--- src/rtl/ws2812_rx.sv ---
`timescale 1ns/1ps
// WS2812 (NeoPixel) serial receiver: decodes GRB pixels from a pulse-width
// coded stream, frames on the low reset gap and forwards the chain on dout.
module ws2812_rx #(
    parameter int BIT_THRESH   = 30,
    parameter int MIN_HIGH     = 8,
    parameter int MAX_HIGH     = 60,
    parameter int RESET_CYCLES = 2500
) (
    input  logic        clk,
    input  logic        rst,
    input  logic        din,
    output logic [23:0] pix_data,
    output logic        pix_valid,
    output logic [6:0]  pix_index,
    output logic [6:0]  pix_count,
    output logic        frame_done,
    output logic        err,
    output logic        ovf,
    output logic        dout,
    output logic [1:0]  dbg_state
);

    typedef enum logic [1:0] {ST_ARM, ST_IDLE, ST_HIGH, ST_LOW} state_t;

    localparam logic [11:0] LC_THR = 12'(BIT_THRESH);
    localparam logic [11:0] LC_MIN = 12'(MIN_HIGH);
    localparam logic [11:0] LC_MAX = 12'(MAX_HIGH);
    localparam logic [11:0] LC_GAP = 12'(RESET_CYCLES - 1);

    state_t      r_state, w_state_nxt;
    logic        r_sync1, r_din_s, r_din_d;
    logic [11:0] r_hi_cnt, r_lo_cnt;
    logic [4:0]  r_bit_cnt;
    logic [22:0] r_shift;
    logic [6:0]  r_pix_cnt;
    logic        r_fwd;

    // Decode-stage events, re-registered once more to form the output strobes
    logic        r_ev_pix, r_ev_err, r_ev_frame, r_ev_gap, r_ev_ovf;
    logic [23:0] r_ev_data;
    logic [6:0]  r_ev_idx, r_ev_cnt;

    logic        w_rise, w_fall, w_gap, w_decode, w_bad, w_bit;
    logic        w_accept, w_word_done, w_active;
    logic [11:0] w_hi_inc, w_lo_inc;

    assign w_rise      = r_din_s & ~r_din_d;
    assign w_fall      = ~r_din_s & r_din_d;
    assign w_hi_inc    = (r_hi_cnt == 12'hFFF) ? r_hi_cnt : r_hi_cnt + 12'd1;
    assign w_lo_inc    = (r_lo_cnt == 12'hFFF) ? r_lo_cnt : r_lo_cnt + 12'd1;
    assign w_gap       = (r_state == ST_LOW) && !w_rise && (r_lo_cnt == LC_GAP);
    assign w_decode    = (r_state == ST_HIGH) && w_fall;
    assign w_bad       = (r_hi_cnt < LC_MIN) || (r_hi_cnt > LC_MAX);
    assign w_bit       = r_hi_cnt > LC_THR;
    assign w_accept    = w_decode && !w_bad;
    assign w_word_done = w_accept && (r_bit_cnt == 5'd23);
    assign w_active    = (r_bit_cnt != 5'd0) || (r_pix_cnt != 7'd0);

    assign dout      = r_fwd & r_din_d;
    assign dbg_state = r_state;

    always_ff @(posedge clk or posedge rst) begin
        if (rst) begin
            r_sync1 <= 1'b0;
            r_din_s <= 1'b0;
            r_din_d <= 1'b0;
            r_state <= ST_ARM;
        end else begin
            r_sync1 <= din;
            r_din_s <= r_sync1;
            r_din_d <= r_din_s;
            r_state <= w_state_nxt;
        end
    end

    always_comb begin
        w_state_nxt = r_state;
        case (r_state)
            ST_ARM:  if (!r_din_s && r_lo_cnt == LC_GAP) w_state_nxt = ST_IDLE;
            ST_IDLE: if (w_rise) w_state_nxt = ST_HIGH;
            ST_HIGH: if (w_fall) w_state_nxt = ST_LOW;
            ST_LOW: begin
                if (w_rise)     w_state_nxt = ST_HIGH;
                else if (w_gap) w_state_nxt = ST_IDLE;
            end
            default: w_state_nxt = ST_ARM;
        endcase
    end

    // Pulse timing, bit assembly and frame bookkeeping
    always_ff @(posedge clk or posedge rst) begin
        if (rst) begin
            r_hi_cnt   <= '0;
            r_lo_cnt   <= '0;
            r_bit_cnt  <= '0;
            r_shift    <= '0;
            r_pix_cnt  <= '0;
            r_ev_pix   <= 1'b0;
            r_ev_err   <= 1'b0;
            r_ev_frame <= 1'b0;
            r_ev_gap   <= 1'b0;
            r_ev_ovf   <= 1'b0;
            r_ev_data  <= '0;
            r_ev_idx   <= '0;
            r_ev_cnt   <= '0;
        end else begin
            case (r_state)
                ST_ARM:  r_lo_cnt <= r_din_s ? 12'd0 : w_lo_inc;
                ST_IDLE: if (w_rise) r_hi_cnt <= 12'd1;
                ST_HIGH: begin
                    if (w_fall) r_lo_cnt <= 12'd1;
                    else        r_hi_cnt <= w_hi_inc;
                end
                ST_LOW: begin
                    if (w_rise) r_hi_cnt <= 12'd1;
                    else        r_lo_cnt <= w_lo_inc;
                end
                default: r_lo_cnt <= '0;
            endcase

            r_ev_pix   <= w_word_done;
            r_ev_err   <= (w_decode && w_bad) || (w_gap && r_bit_cnt != 5'd0);
            r_ev_frame <= w_gap && w_active;
            r_ev_gap   <= w_gap;
            r_ev_ovf   <= w_word_done && (r_pix_cnt == 7'd127);

            if (w_accept) begin
                r_shift   <= {r_shift[21:0], w_bit};
                r_bit_cnt <= w_word_done ? 5'd0 : r_bit_cnt + 5'd1;
            end
            if (w_word_done) begin
                r_ev_data <= {r_shift, w_bit};
                r_ev_idx  <= r_pix_cnt;
                if (r_pix_cnt != 7'd127) r_pix_cnt <= r_pix_cnt + 7'd1;
            end
            if (w_gap) begin
                r_ev_cnt  <= r_pix_cnt;
                r_pix_cnt <= '0;
                r_bit_cnt <= '0;
            end
        end
    end

    always_ff @(posedge clk or posedge rst) begin
        if (rst) begin
            pix_data   <= '0;
            pix_valid  <= 1'b0;
            pix_index  <= '0;
            pix_count  <= '0;
            frame_done <= 1'b0;
            err        <= 1'b0;
            ovf        <= 1'b0;
            r_fwd      <= 1'b0;
        end else begin
            pix_valid  <= r_ev_pix;
            frame_done <= r_ev_frame;
            err        <= r_ev_err;
            if (r_ev_pix) begin
                pix_data  <= r_ev_data;
                pix_index <= r_ev_idx;
            end
            if (r_ev_frame) pix_count <= r_ev_cnt;
            if (r_ev_gap)      ovf <= 1'b0;
            else if (r_ev_ovf) ovf <= 1'b1;
            // Forward flag only moves while the line is low so dout never
            // emits a truncated pulse.
            if (!r_din_s) begin
                if (r_ev_gap || r_state == ST_ARM)         r_fwd <= 1'b0;
                else if (r_ev_pix && r_ev_idx == 7'd0)     r_fwd <= 1'b1;
            end
        end
    end

endmodule
--- config.mk ---
export PLATFORM = sky130hd
export DESIGN_NAME = ws2812_rx
export DESIGN_NICKNAME = d
export VERILOG_FILES = /design/src/rtl/ws2812_rx.sv
export SDC_FILE = /design/constraint.sdc
export NUM_CORES = 1
export LEC_CHECK = 0
export BUFFER_PORTS_ARGS = -buffer_cell sky130_fd_sc_hd__buf_4
export CORE_UTILIZATION = 45
export CTS_BUF_LIST = sky130_fd_sc_hd__clkbuf_16
export DETAILED_ROUTE_END_ITERATION = 12
export GPL_ROUTABILITY_DRIVEN = 0
export HOLD_SLACK_MARGIN = 0.15
export SLEW_MARGIN = 20
export SYNTH_ARGS = -nofsm -noshare
export SYNTH_HDL_FRONTEND = slang
export SYNTH_SLANG_ARGS = --single-unit
--- constraint.sdc ---
create_clock -name clk -period 4.48 [get_ports clk]
set_clock_uncertainty 0.15 [all_clocks]
set_input_delay 0.224 -clock clk [delete_from_list [all_inputs] [get_ports clk]]
set_output_delay 0.224 -clock clk [all_outputs]
set_load 0.005 [all_outputs]
## Word-level counts from Yosys, hierarchy flattened

Cells that the tools add are included.

| word-level totals | value |
|---|---|
| flip-flop bits (word level) | 150 |
| bits in latches | 0 |
| bits in writable memories | 0 |
| bits in read-only memories | 0 |
| bits of input ports | 3 |
| output and inout bits | 45 |
| memories kept | 0 |

| operators by class | value |
|---|---|
| add/subtract/negate cells | 4 |
| multiply operators | 0 |
| div/mod/pow operators | 0 |
| order comparisons | 3 |
| equal/unequal tests | 17 |
| shifts and indexed selects | 0 |
| mux-type cells | 25 |
| bitwise logic cells | 5 |
| reduce and logical (&&, ||, !) cells | 35 |

Operators with widths:

| cell | number |
|---|---|
| 12-bit 2-to-1 mux | 7 |
| 12-bit equality test (second input constant) | 3 |
| 12-bit one-hot mux with 3 select lines | 1 |
| 12-bit by 1-bit adder with 12-bit output (second input constant) | 2 |
| 12-bit one-hot mux with 2 select lines | 1 |
| 7-bit 2-to-1 mux | 3 |
| 5-bit 2-to-1 mux | 3 |
| 12-bit by 5-bit > comparator with 1-bit output (second input constant) | 1 |
| 12-bit by 6-bit > comparator with 1-bit output (second input constant) | 1 |
| 12-bit by 4-bit less-than comparator with 1-bit output (second input constant) | 1 |
| 2-bit != test (second input constant) | 6 |
| 2-bit nonzero test | 6 |
| 1-bit logical AND | 11 |
| 2-bit 2-to-1 mux | 5 |
| 2-bit one-hot mux with 4 select lines | 1 |
| 4-bit AND reduction | 2 |
| 7-bit by 1-bit adder with 7-bit output (second input constant) | 1 |
| 7-bit equality test (second input constant) | 1 |
| 7-bit zero test | 1 |
| 7-bit != test (second input constant) | 1 |
| 7-bit nonzero test | 1 |
| 5-bit by 1-bit adder with 5-bit output (second input constant) | 1 |
| 5-bit equality test (second input constant) | 1 |
| 5-bit nonzero test | 1 |
| other kinds (14) | 27 |

## Logic depth before layout (Yosys ltp)

Gate-level depths: netlist of run 1.

| logic depth | value |
|---|---|
| depth in word-level cells | 8 |
| depth in mapped cells | 7 |

## Worst setup path after synthesis of run 1

No wires, ideal clock.

| timing | value |
|---|---|
| path type | register -> register |
| start point | register r_hi_cnt[6] |
| end point | register r_ev_data[1] |
| setup time | 125 ps |
| arrival time | 1914 ps |
| data required time | 4205 ps |
| path slack | 2292 ps |
| cell stages (with the launch flop) | 6 |
| path through | dfrtp_1 nor4_1 nand2_1 nor4_2 buf_4 mux2_2 |

| between the ends | value |
|---|---|
| word-level cells in the longest chain between the ends | 5 |
| elaborated cells on any way between the ends | 6 |
| those cells by class | 2 x order compare; 4 x reduce/logical |

RTL lines:

| what | line | text |
|---|---|---|
| start: declaration | 33 | `logic [11:0] r_hi_cnt, r_lo_cnt;` |
| start signal: assignment | 113 | `else r_hi_cnt <= w_hi_inc;` |
| 12-bit by 4-bit less-than comparator with 1-bit output or 12-bit by 6-bit > comparator with 1-bit output (tied branches) | 54 | `assign w_bad = (r_hi_cnt < LC_MIN) \|\| (r_hi_cnt > LC_MAX);` |
| 1-bit logical OR (*) | 54 |  |
| 1-bit zero test (*) | 56 | `assign w_accept = w_decode && !w_bad;` |
| 1-bit logical AND (*) | 56 |  |
| 1-bit logical AND (*) | 57 | `assign w_word_done = w_accept && (r_bit_cnt == 5'd23);` |
| end signal: assignment | 133 | `r_ev_data <= {r_shift, w_bit};` |
| end: declaration | 41 | `logic [23:0] r_ev_data;` |

Every way passes the cells marked *; elsewhere a longest branch is shown, timed or not.
A chain may end at the register's enable or synchronous reset.

## Worst setup path after layout of run 1

| timing | value |
|---|---|
| start point | register r_lo_cnt[0] |
| end point | register r_state[1] (netlist: dbg_state[1]) |

| between the ends | value |
|---|---|
| word-level cells in the longest chain between the ends | 4 |
| elaborated cells on any way between the ends | 6 |
| those cells by class | 3 x eq/ne; 3 x reduce/logical |

RTL lines:

| what | line | text |
|---|---|---|
| start: declaration | 33 |  |
| start signal: assignment | 109 | `ST_ARM: r_lo_cnt <= r_din_s ? 12'd0 : w_lo_inc;` |
| start signal: assignment | 117 | `else r_lo_cnt <= w_lo_inc;` |
| 12-bit equality test (*) | 52, 80 |  |
| 1-bit logical AND (on tied branches) | 52, 80 |  |
| 3-bit != test (no line) or 2-bit != test (tied branches) | -- |  |
| 4-bit AND reduction (no line) (*) | -- |  |
| end signal: assignment | 73 | `r_state <= w_state_nxt;` |
| end: declaration | 31 | `state_t r_state, w_state_nxt;` |

Marked as above.

==> out/metrics.cfg, run 1 <==
[logic_synthesis]
synth_ff_type = dfrtp_1
synthAdderAreaFrac_pct = 1.37
syn-instance-count = 518
syn_area_per_cell_sq_um = 12.4
synth_edf_count = 0
synth_seq_cells = 150
synth_xor_area_share_pct = 2.32
synth-seq-area-share_pct = 58.5
syn_nets = 528
synthArstFlopShare_pct = 100
synthesis.area_sq_um = 6410
synth.area.mux_share_pct = 16.7
yosysUniqueCellTypes = 60
synth_warnings = 0
synth_top_family_by_area = multiplexers
yosys.area_share.simple_pct = 13.1
synth_compound_area_share_pct = 5.27

[die]
start_util_pct = 46.2
die_area_sq_um = 14700
num_rows = 43
die-width_um = 121
die_h_um = 121
io_pins = 48
coreArea_sq_um = 13900

[final_layout]
synthToLayoutAreaGrowth_pct = 17.8
stdcell_area_sq_um = 7550
final_util_pct = 54.4
multi_input_area_sq_um = 2490
seq_area_sq_um = 3750
drive_gt1_share_pct = 29.7
nets = 583
fillCellCount = 1220
diodes = 0

[placed_design]
dpl_cell_area_sq_um = 6960
place_hpwl_um = 7720
portBuffers = 47

[worst_setup_path]
worstSetupEndpointType = flip-flop
critPathKind = reg2reg
crit_arrival_ns = 2.75
cp-start-kind = flip-flop
required_ns = 4.60
worstPathMaxFanout = 9

[clocking]
clk_root_buffer_cell = clkbuf_16
clk_pin_slew_worst_paths_ns = 0.06
clk_latency_ns = 0.42
htreeDepth = 4
clock_sinks = 150
post-cts-setup-buffer-count = 0
cts_tree = done
cts.path.max_buffers = 2
cts_buffers = 17

[timing]
final.setup.tns_ns = 0
hold_ws_ns = 0.201
rsz0062_at_grt = no
timing.final.crit_share_pct = 58.8
slew_violations = 0
period_minus_slack_ns = 2.63
hold_viol = 0
tightest_slew_ns = 0.951
fmax_mhz = 380
setup_violations = 0
slew_headroom_pct = 36.3

[detailed_routing]
post_drt_via_cell_ratio = 5.45
drt-wirelength-per-cell_um = 15.3
ant_nets = 0
totalWireLength_um = 11700
drc = 0
drt-pass1-iter-count = 4
first_iter_violations = 269
num_vias = 4166

[global_route]
busiest_layer = met2
grt_overflow = 0
grt_pass1_vias = 4176
grt_util_met2_pct = 27.3
grt_pass1_wl_um = 20400
use_met3_pct = 4.51
antenna_found_initial = 0
grtUsageTotal_pct = 17.8
grt_max_degree = 83
grtUsageMet1_pct = 24.0

[power]
power.density_nw_per_um2 = 370
power.leakage_uw = 0.00366
irDropWorstVdd_mv = 0.213
totalPowerFinal_uw = 2800

[run]
drv_cap = 0

[status]
status = completed

[min_path]
hold_class = reg2reg

-- layout by cell type, fill, tap and decap left out, drive strengths merged, types with 3 or more instances in the layout --
cell      n
dfrtp   150
mux2     90
buf      54
nor2     38
nand2    34
inv      24
clkbuf   17
o21ai    15
nand3    14
a21oi    14
nor4     14
xnor2    13
nor3     11
and3      9
nand4     7
ha        7
mux2i     6
nand2b    5
clkinv    5
or3       4
a31oi     4
xor2      4
nand4b    3
and2      3
nor3b     3
bufinv    3
-- power by group --
part           internal [uW]  switching (uW)  total [uW]
Combinational           10.8            34.9        45.7
Clock                    858             528        1390
Sequential              1360            6.12        1370
-- layout make-up --
| class | instances | area share (%) |
|---|---|---|
| Tap cell | 180 | 2.98 |
| Timing Repair Buffer | 56 | 5.73 |
| Clock inverter | 14 | 1.94 |
| Clock buffer | 17 | 5.63 |
| Multi-Input combinational cell | 329 | 33.0 |
| Sequential cell | 150 | 49.7 |
| Inverter | 19 | 1.01 |
-- what timing repair did --
| action | CTS | global route |
|---|---|---|
| hold buffers | 2 | 0 |
| hold endpoints to repair | 81 | 0 |
| gates resized for setup | 0 | 0 |
-- path summary, 6_finish.rpt --
kind,from,slack (ns),end,depth (start not counted)
hold / removal,r_sync1$_DFF_PP0_,0.20,r_din_s$_DFF_PP0_,0
setup reg to reg,r_lo_cnt[0]$_DFFE_PP0P_,1.85,dbg_state[1]$_DFFE_PP0P_,5
max in group asynchronous,rst,2.84,r_shift[16]$_DFFE_PP0P_,4
hold reg to reg,r_sync1$_DFF_PP0_,0.20,r_din_s$_DFF_PP0_,0
setup / recovery,r_lo_cnt[0]$_DFFE_PP0P_,1.85,dbg_state[1]$_DFFE_PP0P_,5
min in group asynchronous,rst,0.36,pix_data[11]$_DFFE_PP0P_,3
-- synthesized netlist by cell type (4+ instances only) --
| master | n | area [sq um] |
|---|---|---|
| a21oi_1 | 14 | 70.1 |
| a31oi_1 | 4 | 25.0 |
| and3_1 | 9 | 56.3 |
| buf_4 | 4 | 30.0 |
| clkbuf_1 | 10 | 37.5 |
| dfrtp_1 | 150 | 3750 |
| ha_1 | 7 | 87.6 |
| inv_1 | 18 | 67.6 |
| mux2_2 | 89 | 1000 |
| mux2i_1 | 6 | 60.1 |
| nand2_1 | 34 | 128 |
| nand2b_1 | 5 | 31.3 |
| nand3_1 | 14 | 70.1 |
| nand4_1 | 7 | 43.8 |
| nor2_1 | 38 | 143 |
| nor3_1 | 10 | 50.1 |
| nor4_1 | 13 | 81.3 |
| o21ai_0 | 13 | 65.1 |
| or3_1 | 4 | 25.0 |
| xnor2_1 | 13 | 114 |
| xor2_1 | 4 | 35.0 |
-- routing by layer --
metal | wire length (um) | vias to the layer above
li1 | - | 1956
met1 | 5600 | 2085
met2 | 5450 | 101
met3 | 425 | 24
met4 | 226 | 0
met5 | 0 | -
-- flip-flops by register name, summed over array words and instances, names as in the netlist, 12 cells and up --
register and cells:
r_ev_data 24, pix_data 24, r_hi_cnt 12, r_lo_cnt 12, r_shift 23
-- metrics by stage --
step	worst slack, ns	instances
finish	1.85	765
global route	1.64	765
CTS	1.82	765
detailed placement	1.82	732
global placement	1.72	731
floorplan	0.0696	518
-- cell families after synthesis --
family                     after synthesis
DFF                                    150
adders and majority gates                7
xor gates and xnor gates                17
muxes                                   96
and+or+nand+nor                        157
buffers and inverters                   39
AOI/OAI and AO/OA                       52
-- worst max-delay path: stages (launching register included) --
cell and delay, ns:
dfrtp_1 0.44, ha_1 0.27, or4b_1 0.50, nor3_1 0.33, nor2b_1 0.65, o21ai_0 0.15
(Power assumes the default switching activity.)
==> run 2: changes to the inputs <==
- clock period: 4.48 -> 2.65 ns (I/O delays scaled with it)
==> run 2 against run 1 <==
  * Sequential power rose by 68%
  * Count of clock-buffer cells in the layout stayed put
  * Clock power increased by 74%
  * Global-route usage is 0.39 points lower
  * Register-to-register slack lost 1.6 ns
  * Wire length decreased by 0.27%
  * Worst setup slack got worse by 1.6 ns
  * Design area increased by 1.4%
  * Sequential share of layout area down 0.67 points
  * Highest routed layer unchanged
==> out/metrics.cfg, run 2 (synthesis results as in run 1) <==
[run]
drv_cap = 0  ; unchanged

[global_route]
grt_pass1_wl_um = 20100  ; -1.6%
antenna_found_initial = 0  ; unchanged
grt_max_degree = 151  ; +82%
grt_overflow = 0  ; unchanged
grtUsageTotal_pct = 17.4  ; -0.39 points
grt_pass1_vias = 4083  ; -2.2%

[timing]
rsz0062_at_grt = no
tightest_slew_ns = 0.796  ; -0.155 ns
timing.final.crit_share_pct = 90.3  ; +32 points
setup_violations = 0  ; unchanged
slew_headroom_pct = 46.9  ; +11 points
slew_violations = 0  ; unchanged
hold_viol = 0  ; unchanged
final.setup.tns_ns = 0  ; unchanged
period_minus_slack_ns = 2.39  ; -0.241 ns
fin_ws_ns = 0.257  ; -1.59 ns
fmax_mhz = 418  ; +10%

[power]
p_sw_share_pct = 20.9  ; +0.52 points
irDropWorstVdd_mv = 0.418  ; +97%
power.density_nw_per_um2 = 628  ; +70%
seqPwrFrac_pct = 47.9  ; -0.9 points
internal-power_uw = 3800  ; +71%
p_switching_uw = 1000  ; +76%
power.leakage_uw = 0.00369  ; +0.75%
clock_power_share_pct = 50.4  ; +0.8 points
combPwrFrac_pct = 1.7  ; about the same

[final_layout]
nets = 589  ; +1.0%
layout_common_cells = dfrtp_1, mux2_2, buf_4
top_regs = pix_data x24, r_ev_data x24, r_shift x23
diodes = 0  ; unchanged
final_util_pct = 55.2  ; +0.75 points
synthToLayoutAreaGrowth_pct = 19.5
drive_gt1_share_pct = 31.3  ; +1.5 points
final_common_cell = dfrtp_1

[status]
status = completed

[detailed_routing]
first_iter_violations = 287  ; +6.7%
drt-pass1-iter-count = 4  ; unchanged
drt-wirelength-per-cell_um = 15.1  ; -1.2%
post_drt_via_cell_ratio = 5.33  ; -2.0%
ant_nets = 0  ; unchanged
num_vias = 4118  ; -1.2%
totalWireLength_um = 11700  ; -0.27%
drc = 0  ; unchanged

[placed_design]
portBuffers = 47  ; unchanged
place_hpwl_um = 7560  ; -2.1%
dpl_worst_slack_ns = 0.278  ; -1.54 ns

[worst_setup_path]
crit_arrival_ns = 2.57  ; -0.18 ns
worstSetupEndpointType = flip-flop
cp_num_buf_inv = 0  ; unchanged
worstPathMaxFanout = 10  ; +1
cp-start-kind = flip-flop
slowest_stage = a2111o_1
path_delay_family = simple AND/OR/NAND/NOR gates
cpPeakStageDelay_ns = 0.58  ; -0.07 ns
cp_cell_sequence = nor4_1 -> nand2_1 -> a2111o_1 -> or3_1 -> a21oi_1
required_ns = 2.83  ; -1.77 ns
critPathKind = reg2reg

[clocking]
clk_pin_slew_worst_paths_ns = 0.06  ; about the same
cts.path.max_buffers = 2  ; unchanged
cts_buffers = 17  ; unchanged
htreeDepth = 4  ; unchanged
cts_tree = done
ctsResizeCount = 0  ; unchanged
clk_latency_ns = 0.41  ; about the same
clk_root_buffer_cell = clkbuf_16
clock_sinks = 150  ; unchanged

[die]
die_h_um = 121  ; unchanged
coreArea_sq_um = 13900  ; unchanged
start_util_pct = 46.2  ; unchanged
die-width_um = 121  ; unchanged
die_area_sq_um = 14700  ; unchanged
num_rows = 43  ; unchanged
io_pins = 48  ; unchanged

[min_path]
hold_class = reg2reg

==> run 2: changes by cell type in the layout (fill, tap and decap cells not counted), moves of 2 or more <==
cell	before	now
buf_4	53	57
clkinvlp_4	1	3
buf_12	0	3
inv_1	22	17
==> run 2: power groups by stage <==
stage,combinational [uW],clock (uW),sequential [uW]
after floorplan,57.2,0,2340
after global placement,82.8,0,2340
after detailed placement,85.1,0,2340
after CTS,87.5,2480,2300
after global routing,98.4,2590,2300
final,83.8,2420,2300
==> run 2: cell type report <==
cell class	count	area, sq um
clock buffers	17	425
flip-flops and latches	150	3750
clock inverters	15	176
multi-input cells	329	2490
repair buffers	62	508
inverters	19	75.1
fillers	1153	6220
well taps	180	225
==> run 2: what timing repair did <==
action,in CTS,in global routing
endpoints found under the hold margin,151,0
buffers inserted,0,0
hold buffers,2,0
endpoints found under the setup margin,0,0
==> run 2: layer usage <==
layer	GRT usage, %	vias to the layer above	wire length (um)
met4	6.10	0	87
met5	0	-	0
met1	24.2	2057	5720
met3	4.37	8	410
met2	26.5	82	5450
li1	-	1971	-
==> run 2: worst paths after layout <==
path | from | slack (ns) | endpoint | depth (start not counted)
setup / recovery | r_hi_cnt[7]$_DFFE_PP0P_ | 0.26 | r_pix_cnt[5]$_DFFE_PP0P_ | 5
setup reg to reg | r_hi_cnt[7]$_DFFE_PP0P_ | 0.26 | r_pix_cnt[5]$_DFFE_PP0P_ | 5
max in group asynchronous | rst | 1.40 | pix_index[5]$_DFFE_PP0P_ | 4
min in group asynchronous | rst | 0.35 | pix_valid$_DFF_PP0_ | 4
hold reg to reg | r_ev_err$_DFF_PP0_ | 0.20 | err$_DFF_PP0_ | 0
hold / removal | r_ev_err$_DFF_PP0_ | 0.20 | err$_DFF_PP0_ | 0
==> run 2: stage by stage <==
stage	cell area, sq um	cells	power, uW	hold slack [ns]
6_report	7660	772	4810	0.197
5_1_grt	7660	772	4990	0.213
4_1_cts	7660	772	4870	0.200
3_5_place_dp	7040	738	2430	0.0979
3_3_place_gp	7040	738	2430	0.0926
2_1_floorplan	6410	518	2400	0.0139
==> run 3: changes to the inputs <==
- CAP_MARGIN: unset -> 20
- clock period: 2.65 -> 2.8 ns (I/O delays scaled with it)
==> run 3 against run 2 <==
  * Sequential cell count is the same
  * First-iteration DRC count shrank 20%
  * Core utilization shrank 0.21 points
  * Critical path depth is the same
  * Largest power group unchanged
  * Highest routed layer unchanged
==> out/metrics.cfg, run 3 (synthesis results as in run 1) <==
[worst_setup_path]
worstPathMaxFanout = 13  ; +3
worstSetupEndpointType = flip-flop
crit_arrival_ns = 2.63  ; +0.06 ns
cp-start-kind = flip-flop
required_ns = 2.99  ; +0.16 ns
critPathKind = reg2reg

[detailed_routing]
drt-wirelength-per-cell_um = 15.2  ; +0.68%
ant_nets = 0  ; unchanged
drt-pass1-iter-count = 5  ; +1
totalWireLength_um = 11700  ; +0.16%
drc = 0  ; unchanged
first_iter_violations = 229  ; -20%
post_drt_via_cell_ratio = 5.45  ; +2.1%
num_vias = 4183  ; +1.6%

[final_layout]
synthToLayoutAreaGrowth_pct = 19.0
fillCellCount = 1172  ; +1.6%
top_regs = pix_data x24, r_ev_data x24, r_shift x23
layout_common_cells = dfrtp_1, mux2_2, buf_4
stdcell_area_sq_um = 7630  ; -0.38%
nets = 586  ; -0.51%
drive_gt1_share_pct = 30.8  ; -0.47 points
final_common_cell = dfrtp_1
diodes = 0  ; unchanged
final_util_pct = 55.0  ; -0.21 points

[clocking]
htreeDepth = 4  ; unchanged
clk_root_buffer_cell = clkbuf_16
cts_buffers = 17  ; unchanged
clock_sinks = 150  ; unchanged
cts_tree = done
clk_pin_slew_worst_paths_ns = 0.06  ; about the same
cts.path.max_buffers = 2  ; unchanged
clk_latency_ns = 0.42  ; about the same
post-cts-setup-buffer-count = 0  ; unchanged

[die]
io_pins = 48  ; unchanged
start_util_pct = 46.2  ; unchanged
die_area_sq_um = 14700  ; unchanged
coreArea_sq_um = 13900  ; unchanged
die_h_um = 121  ; unchanged
num_rows = 43  ; unchanged
die-width_um = 121  ; unchanged

[placed_design]
place_hpwl_um = 7490  ; -0.97%
portBuffers = 47  ; unchanged
dpl_cell_area_sq_um = 7000  ; -0.50%

[status]
status = completed

[timing]
tightest_slew_ns = 0.789  ; -0.00734 ns
fmax_mhz = 409  ; -2.3%
timing.final.crit_share_pct = 87.4  ; -2.9 points
slew_headroom_pct = 47.4  ; +0.49 points
final.setup.tns_ns = 0  ; unchanged
period_minus_slack_ns = 2.45  ; +0.0551 ns
hold_viol = 0  ; unchanged
slew_violations = 0  ; unchanged
rsz0062_at_grt = no
setup_violations = 0  ; unchanged

[power]
irDropWorstVdd_mv = 0.366  ; -13%
internal-power_uw = 3670  ; -3.5%
seqPwrFrac_pct = 47.5  ; -0.4 points
p_switching_uw = 931  ; -7.3%
power.density_nw_per_um2 = 603  ; -4.0%
combPwrFrac_pct = 1.6  ; about the same
power.leakage_uw = 0.00368  ; -0.29%
clock_power_share_pct = 51.0  ; +0.6 points
p_sw_share_pct = 20.2  ; -0.65 points

[global_route]
grt_pass1_wl_um = 19800  ; -1.2%
grtUsageTotal_pct = 17.3  ; -0.15 points
grt_pass1_vias = 4022  ; -1.5%
grt_max_degree = 151  ; unchanged
grt_overflow = 0  ; unchanged
antenna_found_initial = 0  ; unchanged

[run]
drv_cap = 0  ; unchanged

[min_path]
hold_class = in2reg

==> run 3: cell types whose count changed in the layout (fill, tap and decap cells not counted), sizes merged <==
cell    previous run  this run
clkinv             7         6
buf               60        57
bufinv             3         4
inv               21        20
==> run 3: metrics by stage <==
step | hold slack (ns) | setup slack, ns | instances | total power, uW
2_1_floorplan | 0.0214 | 0.612 | 518 | 2270
3_3_place_gp | 0.0999 | 0.448 | 735 | 2300
3_5_place_dp | 0.101 | 0.376 | 735 | 2300
4_1_cts | 0.208 | 0.355 | 768 | 4660
5_1_grt | 0.211 | 0.212 | 768 | 4750
6_report | 0.225 | 0.352 | 768 | 4600
==> run 3: power by group through the flow <==
stage / sequential (uW) / clock (uW) / combinational, uW
2_1_floorplan: 2220 / 0 / 54.2
3_3_place_gp: 2220 / 0 / 73.4
3_5_place_dp: 2220 / 0 / 74.5
4_1_cts: 2180 / 2400 / 76.9
5_1_grt: 2180 / 2480 / 86.8
6_report: 2180 / 2340 / 72.4
==> run 3: timing repair <==
action	CTS	global route
resized for setup	0	0
hold buffers	2	0
hold endpoints to repair	151	0
==> run 3: area by class of cell <==
cell class              count  area [sq um]  share of cell area (%)
inverters                  19          75.1                   0.984
flip-flops and latches    150          3750                    49.2
clock inverters            14           183                    2.39
multi-input cells         329          2490                    32.7
repair buffers             59           473                    6.20
well taps                 180           225                    2.95
clock buffers              17           425                    5.58
==> run 3: per-layer routing <==
layer | up-vias | track usage (%) | share of wire [%]
li1 | 1963 | - | -
met1 | 2107 | 23.5 | 48
met2 | 96 | 26.1 | 47
met3 | 17 | 4.89 | 3.9
met4 | 0 | 6.87 | 1.4
met5 | - | 0 | 0
==> run 3: final timing paths <==
path / depth (start not counted) / slack (ns) / endpoint / from
worst max-delay path: 5 / 0.35 / r_pix_cnt[5]$_DFFE_PP0P_ / r_din_s$_DFF_PP0_
worst min-delay path: 2 / 0.23 / r_sync1$_DFF_PP0_ / din
worst max register to register: 5 / 0.35 / r_pix_cnt[5]$_DFFE_PP0P_ / r_din_s$_DFF_PP0_
worst min register to register: 0 / 0.25 / r_din_s$_DFF_PP0_ / r_sync1$_DFF_PP0_
max in group asynchronous: 4 / 1.57 / r_hi_cnt[11]$_DFFE_PP0P_ / rst
min in group asynchronous: 4 / 0.33 / pix_data[21]$_DFFE_PP0P_ / rst
==> run 3: critical path, cell delays in order, from the launching register on <==
cell and delay (ns):
dfrtp_1 0.51, nand4bb_4 0.36, or2_0 0.27, a2111o_1 0.53, or3_1 0.39, a21oi_1 0.16
